--- config.mk ---
export PLATFORM = sky130hd
export DESIGN_NAME = param_ram
export DESIGN_NICKNAME = d
export VERILOG_FILES = /design/src/rtl/param_ram_pkg.sv /design/src/rtl/ram_clear_seq.sv /design/src/rtl/param_ram.sv
export SDC_FILE = /design/constraint.sdc
export NUM_CORES = 1
export LEC_CHECK = 0
export ABC_AREA = 1
export BUFFER_PORTS_ARGS = -buffer_cell sky130_fd_sc_hd__clkbuf_2
export CAP_MARGIN = 20
export CORE_UTILIZATION = 50
export CTS_BUF_LIST = sky130_fd_sc_hd__clkbuf_16
export CTS_CLUSTER_DIAMETER = 80
export DETAILED_ROUTE_END_ITERATION = 10
export PLACE_DENSITY = 0.74
export SLEW_MARGIN = 20
export SYNTH_ARGS = -nofsm -noshare
export SYNTH_HDL_FRONTEND = slang
export SYNTH_SLANG_ARGS = --single-unit
--- constraint.sdc ---
create_clock -name clk -period 4.72 [get_ports clk]
set_clock_uncertainty 0.15 [all_clocks]
set_input_delay 0.944 -clock clk [delete_from_list [all_inputs] [get_ports clk]]
set_output_delay 0.944 -clock clk [all_outputs]
set_load 0.005 [all_outputs]
--- src/rtl/param_ram_pkg.sv ---
// Shared types and elaboration-time helpers for the parametrised program/data RAM.
package param_ram_pkg;

  typedef enum logic {
    ST_IDLE  = 1'b0,
    ST_CLEAR = 1'b1
  } state_t;

  function automatic int be_w(input int data_w);
    return data_w / 8;
  endfunction

  // A single-word array still needs a one-bit index to stay legal.
  function automatic int idx_w(input int depth);
    return (depth > 1) ? $clog2(depth) : 1;
  endfunction

  function automatic bit params_ok(input int data_w, input int addr_w, input int depth);
    return (data_w > 0) && (data_w % 8 == 0) && (depth > 0) &&
           (longint'(depth) <= (longint'(1) << addr_w));
  endfunction

endpackage

--- src/rtl/ram_clear_seq.sv ---
// Post-reset clear sequencer: sweeps zeros through every word, holding busy until done.
module ram_clear_seq
  import param_ram_pkg::*;
#(
  parameter int DEPTH          = 64,
  parameter int IDX_W          = 6,
  parameter int CLEAR_ON_RESET = 1
) (
  input  logic             clk,
  input  logic             rst,
  output logic             o_busy,
  output logic             o_clr_we,
  output logic [IDX_W-1:0] o_clr_addr
);

  state_t             r_state;
  state_t             w_state_nxt;
  logic [IDX_W-1:0]   r_clr_ptr;
  logic [IDX_W-1:0]   w_clr_ptr_nxt;

  always_ff @(posedge clk) begin
    if (rst) begin
      r_state   <= (CLEAR_ON_RESET != 0) ? ST_CLEAR : ST_IDLE;
      r_clr_ptr <= '0;
    end else begin
      r_state   <= w_state_nxt;
      r_clr_ptr <= w_clr_ptr_nxt;
    end
  end

  always_comb begin
    w_state_nxt   = r_state;
    w_clr_ptr_nxt = r_clr_ptr;
    o_clr_we      = 1'b0;
    case (r_state)
      ST_CLEAR: begin
        // rst alone must never touch the array, so the sweep write waits for release.
        o_clr_we = ~rst;
        if (r_clr_ptr == IDX_W'(DEPTH - 1)) begin
          w_state_nxt   = ST_IDLE;
          w_clr_ptr_nxt = '0;
        end else begin
          w_clr_ptr_nxt = r_clr_ptr + 1'b1;
        end
      end
      default: ;
    endcase
  end

  assign o_busy     = (r_state == ST_CLEAR);
  assign o_clr_addr = r_clr_ptr;

endmodule

--- src/rtl/param_ram.sv ---
// Single-port synchronous RAM with byte enables, optional output register,
// read-valid strobe, out-of-range detection and post-reset clear.
module param_ram
  import param_ram_pkg::*;
#(
  parameter int    DATA_W         = 16,
  parameter int    ADDR_W         = 11,
  parameter int    DEPTH          = 64,
  parameter int    OUT_REG        = 0,
  parameter int    CLEAR_ON_RESET = 1,
  parameter string INIT_FILE      = ""
) (
  input  logic                  clk,
  input  logic                  rst,
  input  logic [ADDR_W-1:0]     address,
  input  logic [DATA_W-1:0]     data_in,
  input  logic [DATA_W/8-1:0]   byte_en,
  input  logic                  rd,
  input  logic                  wr,
  output logic [DATA_W-1:0]     data_out,
  output logic                  rd_valid,
  output logic                  busy,
  output logic                  addr_err
);

  localparam int BE_W  = be_w(DATA_W);
  localparam int IDX_W = idx_w(DEPTH);

  if (!params_ok(DATA_W, ADDR_W, DEPTH)) begin : g_bad_params
    $error("param_ram: DATA_W must be a multiple of 8 and DEPTH <= 2**ADDR_W");
  end

  logic [DATA_W-1:0] r_mem [DEPTH];

  logic             w_busy;
  logic             w_clr_we;
  logic [IDX_W-1:0] w_clr_addr;
  logic [IDX_W-1:0] w_idx;
  logic             w_in_range;
  logic             w_rd_acc;
  logic             w_wr_acc;

  ram_clear_seq #(
    .DEPTH          (DEPTH),
    .IDX_W          (IDX_W),
    .CLEAR_ON_RESET (CLEAR_ON_RESET)
  ) u_clear_seq (
    .clk        (clk),
    .rst        (rst),
    .o_busy     (w_busy),
    .o_clr_we   (w_clr_we),
    .o_clr_addr (w_clr_addr)
  );

  // Full-width compare so high address bits flag an error instead of aliasing.
  assign w_in_range = ({1'b0, address} < (ADDR_W + 1)'(DEPTH));
  assign w_idx      = address[IDX_W-1:0];
  assign w_rd_acc   = rd & ~w_busy & ~rst;
  assign w_wr_acc   = wr & ~rd & ~w_busy & ~rst & (|byte_en);

  always_ff @(posedge clk) begin
    if (w_clr_we) begin
      r_mem[w_clr_addr] <= '0;
    end else if (w_wr_acc && w_in_range) begin
      for (int i = 0; i < BE_W; i++) begin
        if (byte_en[i]) r_mem[w_idx][8*i +: 8] <= data_in[8*i +: 8];
      end
    end
  end

  // ---- stage p0: array read, request strobes ----
  logic [DATA_W-1:0] r_data_p0;
  logic              r_vld_p0;
  logic              r_rerr_p0;
  logic              r_werr_p0;

  always_ff @(posedge clk) begin
    if (rst) begin
      r_data_p0 <= '0;
      r_vld_p0  <= 1'b0;
      r_rerr_p0 <= 1'b0;
      r_werr_p0 <= 1'b0;
    end else begin
      r_vld_p0  <= w_rd_acc;
      r_rerr_p0 <= w_rd_acc & ~w_in_range;
      r_werr_p0 <= w_wr_acc & ~w_in_range;
      if (w_rd_acc) r_data_p0 <= w_in_range ? r_mem[w_idx] : '0;
    end
  end

  // ---- stage p1: optional output register ----
  if (OUT_REG != 0) begin : g_out_reg
    logic [DATA_W-1:0] r_data_p1;
    logic              r_vld_p1;
    logic              r_rerr_p1;

    always_ff @(posedge clk) begin
      if (rst) begin
        r_data_p1 <= '0;
        r_vld_p1  <= 1'b0;
        r_rerr_p1 <= 1'b0;
      end else begin
        r_vld_p1  <= r_vld_p0;
        r_rerr_p1 <= r_rerr_p0;
        if (r_vld_p0) r_data_p1 <= r_data_p0;
      end
    end

    // Write errors are not delayed: they always pulse the cycle after acceptance.
    assign data_out = r_data_p1;
    assign rd_valid = r_vld_p1;
    assign addr_err = r_rerr_p1 | r_werr_p0;
  end else begin : g_no_out_reg
    assign data_out = r_data_p0;
    assign rd_valid = r_vld_p0;
    assign addr_err = r_rerr_p0 | r_werr_p0;
  end

  assign busy = w_busy;

endmodule

==> results of run 1 <==
[sequential cells by signal, indices dropped and copies added, names as in the netlist]
| register | flops |
|---|---|
| r_rerr_p0 | 1 |
| r_werr_p0 | 1 |
| rd_valid | 1 |
| r_mem | 1024 |
| u_clear_seq.o_clr_addr | 6 |
| u_clear_seq.o_busy | 1 |
| data_out | 16 |
[area by class of cell]
class | instances | area, um2 | share of cell area, %
Inverter | 46 | 193 | 0.403
Sequential cell | 1050 | 31300 | 65.4
Antenna cell | 1 | 2.50 | 0.00523
Clock buffer | 98 | 2450 | 5.13
Clock inverter | 78 | 622 | 1.30
Timing Repair Buffer | 111 | 1080 | 2.25
Tap cell | 1144 | 1430 | 2.99
Multi-Input combinational cell | 2487 | 10800 | 22.5
[how the worst max path moves through the flow]
stage / slack, ns / to / start / cells after the start
finish: 0.99 / r_mem[28][3] / u_clear_seq.o_busy / 11
global route: 0.75 / r_mem[28][3] / u_clear_seq.o_busy / 11
CTS: 1.05 / r_mem[28][3] / u_clear_seq.o_busy / 11
detailed placement: 0.51 / r_mem[28][3] / address[9] / 11
global placement: 0.58 / r_mem[36][3] / address[9] / 11
floorplan: 0.71 / r_mem[0][10] / address[9] / 6
[critical path, cell delays in order (launching register included)]
cell	delay (ns)
dfxtp_1	0.35
inv_1	0.25
nand4_1	0.12
a21oi_1	0.19
nand2_2	0.24
nand2_1	0.13
o21ai_1	0.10
inv_1	0.10
nand2_1	0.11
nor2_2	0.61
nand2_1	0.29
nor2_1	0.71
[per-layer routing]
layer | track usage [%] | vias up | routed length [um]
met4 | 11.9 | 0 | 4860
met3 | 4.59 | 273 | 12300
met1 | 35.7 | 14200 | 44000
met2 | 41.2 | 1913 | 53600
met5 | 0 | - | 0
li1 | - | 13200 | -
[cells by family (layout without fill, tap and decap cells)]
kind of cell               count (synthesis)  count (layout)  synth area share (%)
DFF                                     1050            1050                  72.6
adders and majority gates                  1               1                0.0290
other                                      0               1                     0
buffers and inverters                    287             333                  2.68
and+or+nand+nor                         2450            2450                  24.2
AOI/OAI and AO/OA                         36              36                 0.491
[metrics by stage]
stage	util, %	worst slack (ns)
5_1_grt	56.1	0.753
3_5_place_dp	52.5	0.505
2_1_floorplan	-	0.705
4_1_cts	56.1	1.05
6_report	56.1	0.986
3_3_place_gp	52.5	0.582
[report_power, final]
part | internal, W | switching [W] | leakage [nW]
Clock | 0.00431 | 0.00336 | 1.60
Combinational | 0.000248 | 0.000720 | 5.96
Sequential | 0.0101 | 0.00000830 | 10.4
Total | 0.0147 | 0.00409 | 17.9
[cells in the mapped netlist (all sizes together), types with 2 or more instances]
| cell type | count | area [um2] |
|---|---|---|
| nand2 | 1410 | 5300 |
| inv | 46 | 175 |
| nor4 | 2 | 27.5 |
| nor3 | 5 | 25.0 |
| or2 | 3 | 18.8 |
| o22ai | 3 | 18.8 |
| clkbuf | 145 | 544 |
| buf | 96 | 434 |
| edfxtp | 1024 | 30700 |
| dfxtp | 26 | 521 |
| a21oi | 23 | 115 |
| o21ai | 9 | 67.6 |
| nand3 | 865 | 4330 |
| nor2 | 163 | 712 |
==> impl_metrics.toml, run 1 <==
[global_routing]
grt_usage_pct = 26.2
antenna_found_initial = 2
grt_pass1_wl_um = 170000
grt_max_degree = 161
grt_pass1_vias = 27900
overflow = 0

[die]
start_util_pct = 50.5
io_pins = 52
core_um2 = 85300
dieArea_um2 = 87300
dieHeight_um = 295
die_w_um = 295
rows = 107

[routing]
wl_per_cell_um = 22.9
drc = 0
dr.pass1.iters = 8
drtIter0Drc = 4202
ant_nets = 0
vias = 29600
wirelength_um = 115000
vias_per_cell = 5.90

[synth]
yosysUniqueCellTypes = 29
synth_cells = 3824
syn_avg_cell_area_um2 = 11.3
synthesis.area_um2 = 43100
ys_warn_count = 0
yosysSeqAreaShare_pct = 72.6
synth-seq-cells = 1050
async_reset_ff_share_pct = 0
synthFlopType = "edfxtp_1"
synth_edf_count = 1024
synth_nets = 3858

[min_path]
hp-start = "data_out[14]"
hold_end = "data_out[14]"
whs_path_depth = 2
hold_path.class = "reg -> reg"

[sta]
layout_min_cycle_time_ns = 3.73
tightest_slew_ns = 0.973
hold_violations = 0
slew_viol_final = 0
fin_hold_ws_ns = 0.316
finalCritPeriodShare_pct = 79.1
setup_viol_count_final = 0
rsz0062_at_grt = "no"
fmax_mhz = 268
fin_tns_setup_ns = 0
relSlewSlack_pct = 35.2

[worst_setup_path]
reg2reg_from = "u_clear_seq.o_busy"
cp.arrival_ns = 3.86
cp_max_fo = 13
crit_required_ns = 4.85
worstRegToRegCells = 11
critPathKind = "reg -> reg"
worst_setup_path_end_kind = "register"
worstReg2RegEnd = "r_mem[28][3]"
ff2ff_setup_slack_ns = 0.99
startpoint_type = "register"

[flow_run]
maxCapViolCount = 0

[clock_network]
cts.path.max_buffers = 3
clk_pin_slew_ns = 0.06
clk_latency_ns = 0.66
ctsResizeCount = 0
cts_htree_levels = 3
cts-root-buf = "clkbuf_16"
cts.sink_count = 1050
hold_buffers = 0
cts_tree = "built"
post_cts_buffers = 0
numCtsBuffers = 97

[layout]
fillers = 6760
fin_cells = 5015
final_cell_mix = "1,409 x nand2_1, 1,024 x edfxtp_1, 865 x nand3_1"
layout.cells.most_common = "nand2_1"
final_nets = 3827
drive_gt1_share_pct = 7.73
finalInstanceArea_um2 = 47800
areaGrowthSynthToFinish_pct = 11.0

[placement]
placed_cell_area_um2 = 44700
numPortBuffers = 51
place_inst = 4838
place_congestion = 0.889
place_hpwl_um = 68200

[power]
worst_ir_drop_vdd_mv = 0.327
power_density_nw_per_um2 = 392
power_w = 0.0187
p_leak_nw = 17.9

[outcome]
outcome = "finished, final reports clean"
No activity file was read; power rests on OpenSTA's default activity.
==> run 2: changes to the inputs <==
--- a/config.mk
+++ b/config.mk
@@ -5,14 +5,14 @@
 export SDC_FILE = /design/constraint.sdc
 export NUM_CORES = 1
 export LEC_CHECK = 0
-export ABC_AREA = 1
+export ABC_AREA = 0
 export BUFFER_PORTS_ARGS = -buffer_cell sky130_fd_sc_hd__clkbuf_2
 export CAP_MARGIN = 20
 export CORE_UTILIZATION = 50
 export CTS_BUF_LIST = sky130_fd_sc_hd__clkbuf_16
 export CTS_CLUSTER_DIAMETER = 80
 export DETAILED_ROUTE_END_ITERATION = 10
-export PLACE_DENSITY = 0.74
+export PLACE_DENSITY = 0.76
 export SLEW_MARGIN = 20
 export SYNTH_ARGS = -nofsm -noshare
 export SYNTH_HDL_FRONTEND = slang
==> constraint.sdc (replaced) <==
create_clock -name clk -period 3.25 [get_ports clk]
set_clock_uncertainty 0.15 [all_clocks]
set_input_delay 0.65 -clock clk [delete_from_list [all_inputs] [get_ports clk]]
set_output_delay 0.65 -clock clk [all_outputs]
set_load 0.005 [all_outputs]
==> impl_metrics.toml, run 2 <==
[layout]
final_cell_mix = "1,024 x edfxtp_1, 254 x buf_4, 229 x mux4_2"
largest_register = "r_mem"
layout.cells.most_common = "edfxtp_1"
num_antenna_cells = 0
finalInstanceArea_um2 = 48500
areaGrowthSynthToFinish_pct = 18.7
drive_gt1_share_pct = 34.8
final_nets = 2369
largest_register_ffs = 1024

[die]
dieArea_um2 = 82900
io_pins = 52
start_util_pct = 50.7
rows = 104
dieHeight_um = 288
die_w_um = 288
core_um2 = 80700

[global_routing]
grt_pass1_vias = 22200
overflow = 0
grt_usage_pct = 24.6
antenna_found_initial = 3
grt_pass1_wl_um = 146000
grt_max_degree = 65

[clock_network]
ctsResizeCount = 0
cts_htree_levels = 3
numCtsBuffers = 97
cts.path.max_buffers = 3
clk_pin_slew_ns = 0.07
cts.sink_count = 1050
cts-root-buf = "clkbuf_16"
hold_buffers = 0
post_cts_buffers = 0
clk_latency_ns = 0.66
cts_tree = "built"

[worst_setup_path]
cp.arrival_ns = 3.32
startpoint_type = "register"
crit_top_cell = "buf_4"
crit_family = "buffers and inverters"
ff2ff_setup_slack_ns = 0.15
cp_slowest_stage_delay_ns = 0.31
path_buf_inv = 7
slowest_stage = "dfxtp_1"
critPathKind = "reg -> reg"
worst_setup_path_end_kind = "register"
cp_max_fo = 15
path_cells = "nor4b_1 -> buf_4 -> nor4b_4 -> buf_4 -> buf_12 -> buf_4 -> a32o_1 -> buf_4 -> nand3_1 -> buf_4 -> nor2_1 -> buf_4"
crit_required_ns = 3.47

[synth]
yosysSeqAreaShare_pct = 76.5
synth_cells = 1966
syn_avg_cell_area_um2 = 20.8
synthTopCellsByArea = "edfxtp_1 75%, mux4_2 13%, mux2i_1 2.8%"
async_reset_ff_share_pct = 0
yosysUniqueCellTypes = 55
synth_edf_count = 1024
ys_warn_count = 0
synth_nets = 2000
synthFlopType = "edfxtp_1"
synth_common_cells = "1,024 x edfxtp_1, 229 x mux4_2, 156 x nor2_1"
synthesis.area_um2 = 40900
yosys.area.top_type = "edfxtp_1"
yosysMostFrequentCell = "edfxtp_1"
synth.top_cell.area_share_pct = 75.2
synth-seq-cells = 1050

[sta]
layout_min_cycle_time_ns = 3.10
hold_violations = 0
relSlewSlack_pct = 46.5
tightest_slew_ns = 0.802
rsz0062_at_grt = "no"
finalCritPeriodShare_pct = 95.5
fmax_mhz = 322
fin_hold_ws_ns = 0.204
slew_viol_final = 0
setup_viol_count_final = 0

[placement]
placed_cell_area_um2 = 45400
place_congestion = 0.902
place_hpwl_um = 64800
numPortBuffers = 51

[min_path]
hold_path.class = "in -> reg"

[routing]
wl_per_cell_um = 29.0
vias_per_cell = 6.29
wirelength_um = 101000
drc = 8
dr.pass1.iters = 11
vias = 21900
ant_nets = 0
drtIter0Drc = 2717

[power]
p_leak_nw = 18.5
power_w = 0.0266
power_density_nw_per_um2 = 548
worst_ir_drop_vdd_mv = 0.350

[outcome]
outcome = "finished with violations"
failed_checks = "design-rule violations"

[flow_run]
maxCapViolCount = 0
[run 2: cell count changes after synthesis, sizes merged, moves of 15 or more]
| cell | delta |
|---|---|
| mux2i | +116 |
| mux4 | +229 |
| nand3 | -835 |
| a21oi | -16 |
| buf | -28 |
| inv | -41 |
| clkbuf | -104 |
| nand2 | -1370 |
| mux2 | +15 |
| a22oi | +42 |
| o22ai | +23 |
| and2 | +18 |
[run 2: per-stage QoR]
step	utilization, %	cells	setup TNS [ns]	setup WS (ns)
detailed placement	56.3	3296	-190.69	-0.313
global placement	56.3	3296	-187.33	-0.361
CTS	60.1	3476	0	0.129
floorplan	-	1966	-38.80	-0.123
finish	60.1	3476	0	0.147
global route	60.1	3476	0	0.0268
[run 2: where the power goes]
part,total [W],switching (W),internal [W]
clock network,0.0110,0.00486,0.00610
logic,0.000937,0.000562,0.000374
registers,0.0147,0.0000144,0.0147
total,0.0266,0.00543,0.0211
[run 2: layer usage]
layer	wire (um)	vias to the layer above	global-route usage (%)
li1	-	8923	-
met2	48700	1447	39.4
met1	37600	11300	32.8
met4	3390	2	8.99
met3	10900	220	6.05
met5	13	-	0
[run 2: layout make-up]
class,count,area (um2)
inverters,5,18.8
flip-flops and latches,1050,31300
clock buffers,99,2480
well taps,1060,1330
repair buffers,379,3680
clock inverters,81,583
multi-input cells,802,9150
fillers,5391,32200
[run 2: kinds of logic after synthesis]
kind of cell / after synthesis / synth area share [%]
and+or+nand+nor: 292 / 3.46
xor gates and xnor gates: 3 / 0.0643
adders and majority gates: 1 / 0.0306
buffers and inverters: 114 / 1.40
muxes: 360 / 15.9
AOI/OAI and AO/OA: 146 / 2.65
DFF: 1050 / 76.5
[run 2: final timing paths]
| kind | to | start | cells after the start |
|---|---|---|---|
| worst max-delay path | r_mem[63][14] | u_clear_seq.o_busy | 12 |
| worst min-delay path | u_clear_seq.o_clr_addr[2] | rst | 3 |
| worst max register to register | r_mem[63][14] | u_clear_seq.o_busy | 12 |
| worst min register to register | data_out[3] | data_out[3] | 2 |
[run 2: worst reg2reg max path, cell delays in order (launching register included)]
cell	delay [ns]
dfxtp_1	0.31
nor4b_1	0.31
buf_4	0.22
nor4b_4	0.20
buf_4	0.19
buf_12	0.14
buf_4	0.21
a32o_1	0.19
buf_4	0.21
nand3_1	0.12
buf_4	0.23
nor2_1	0.15
buf_4	0.17
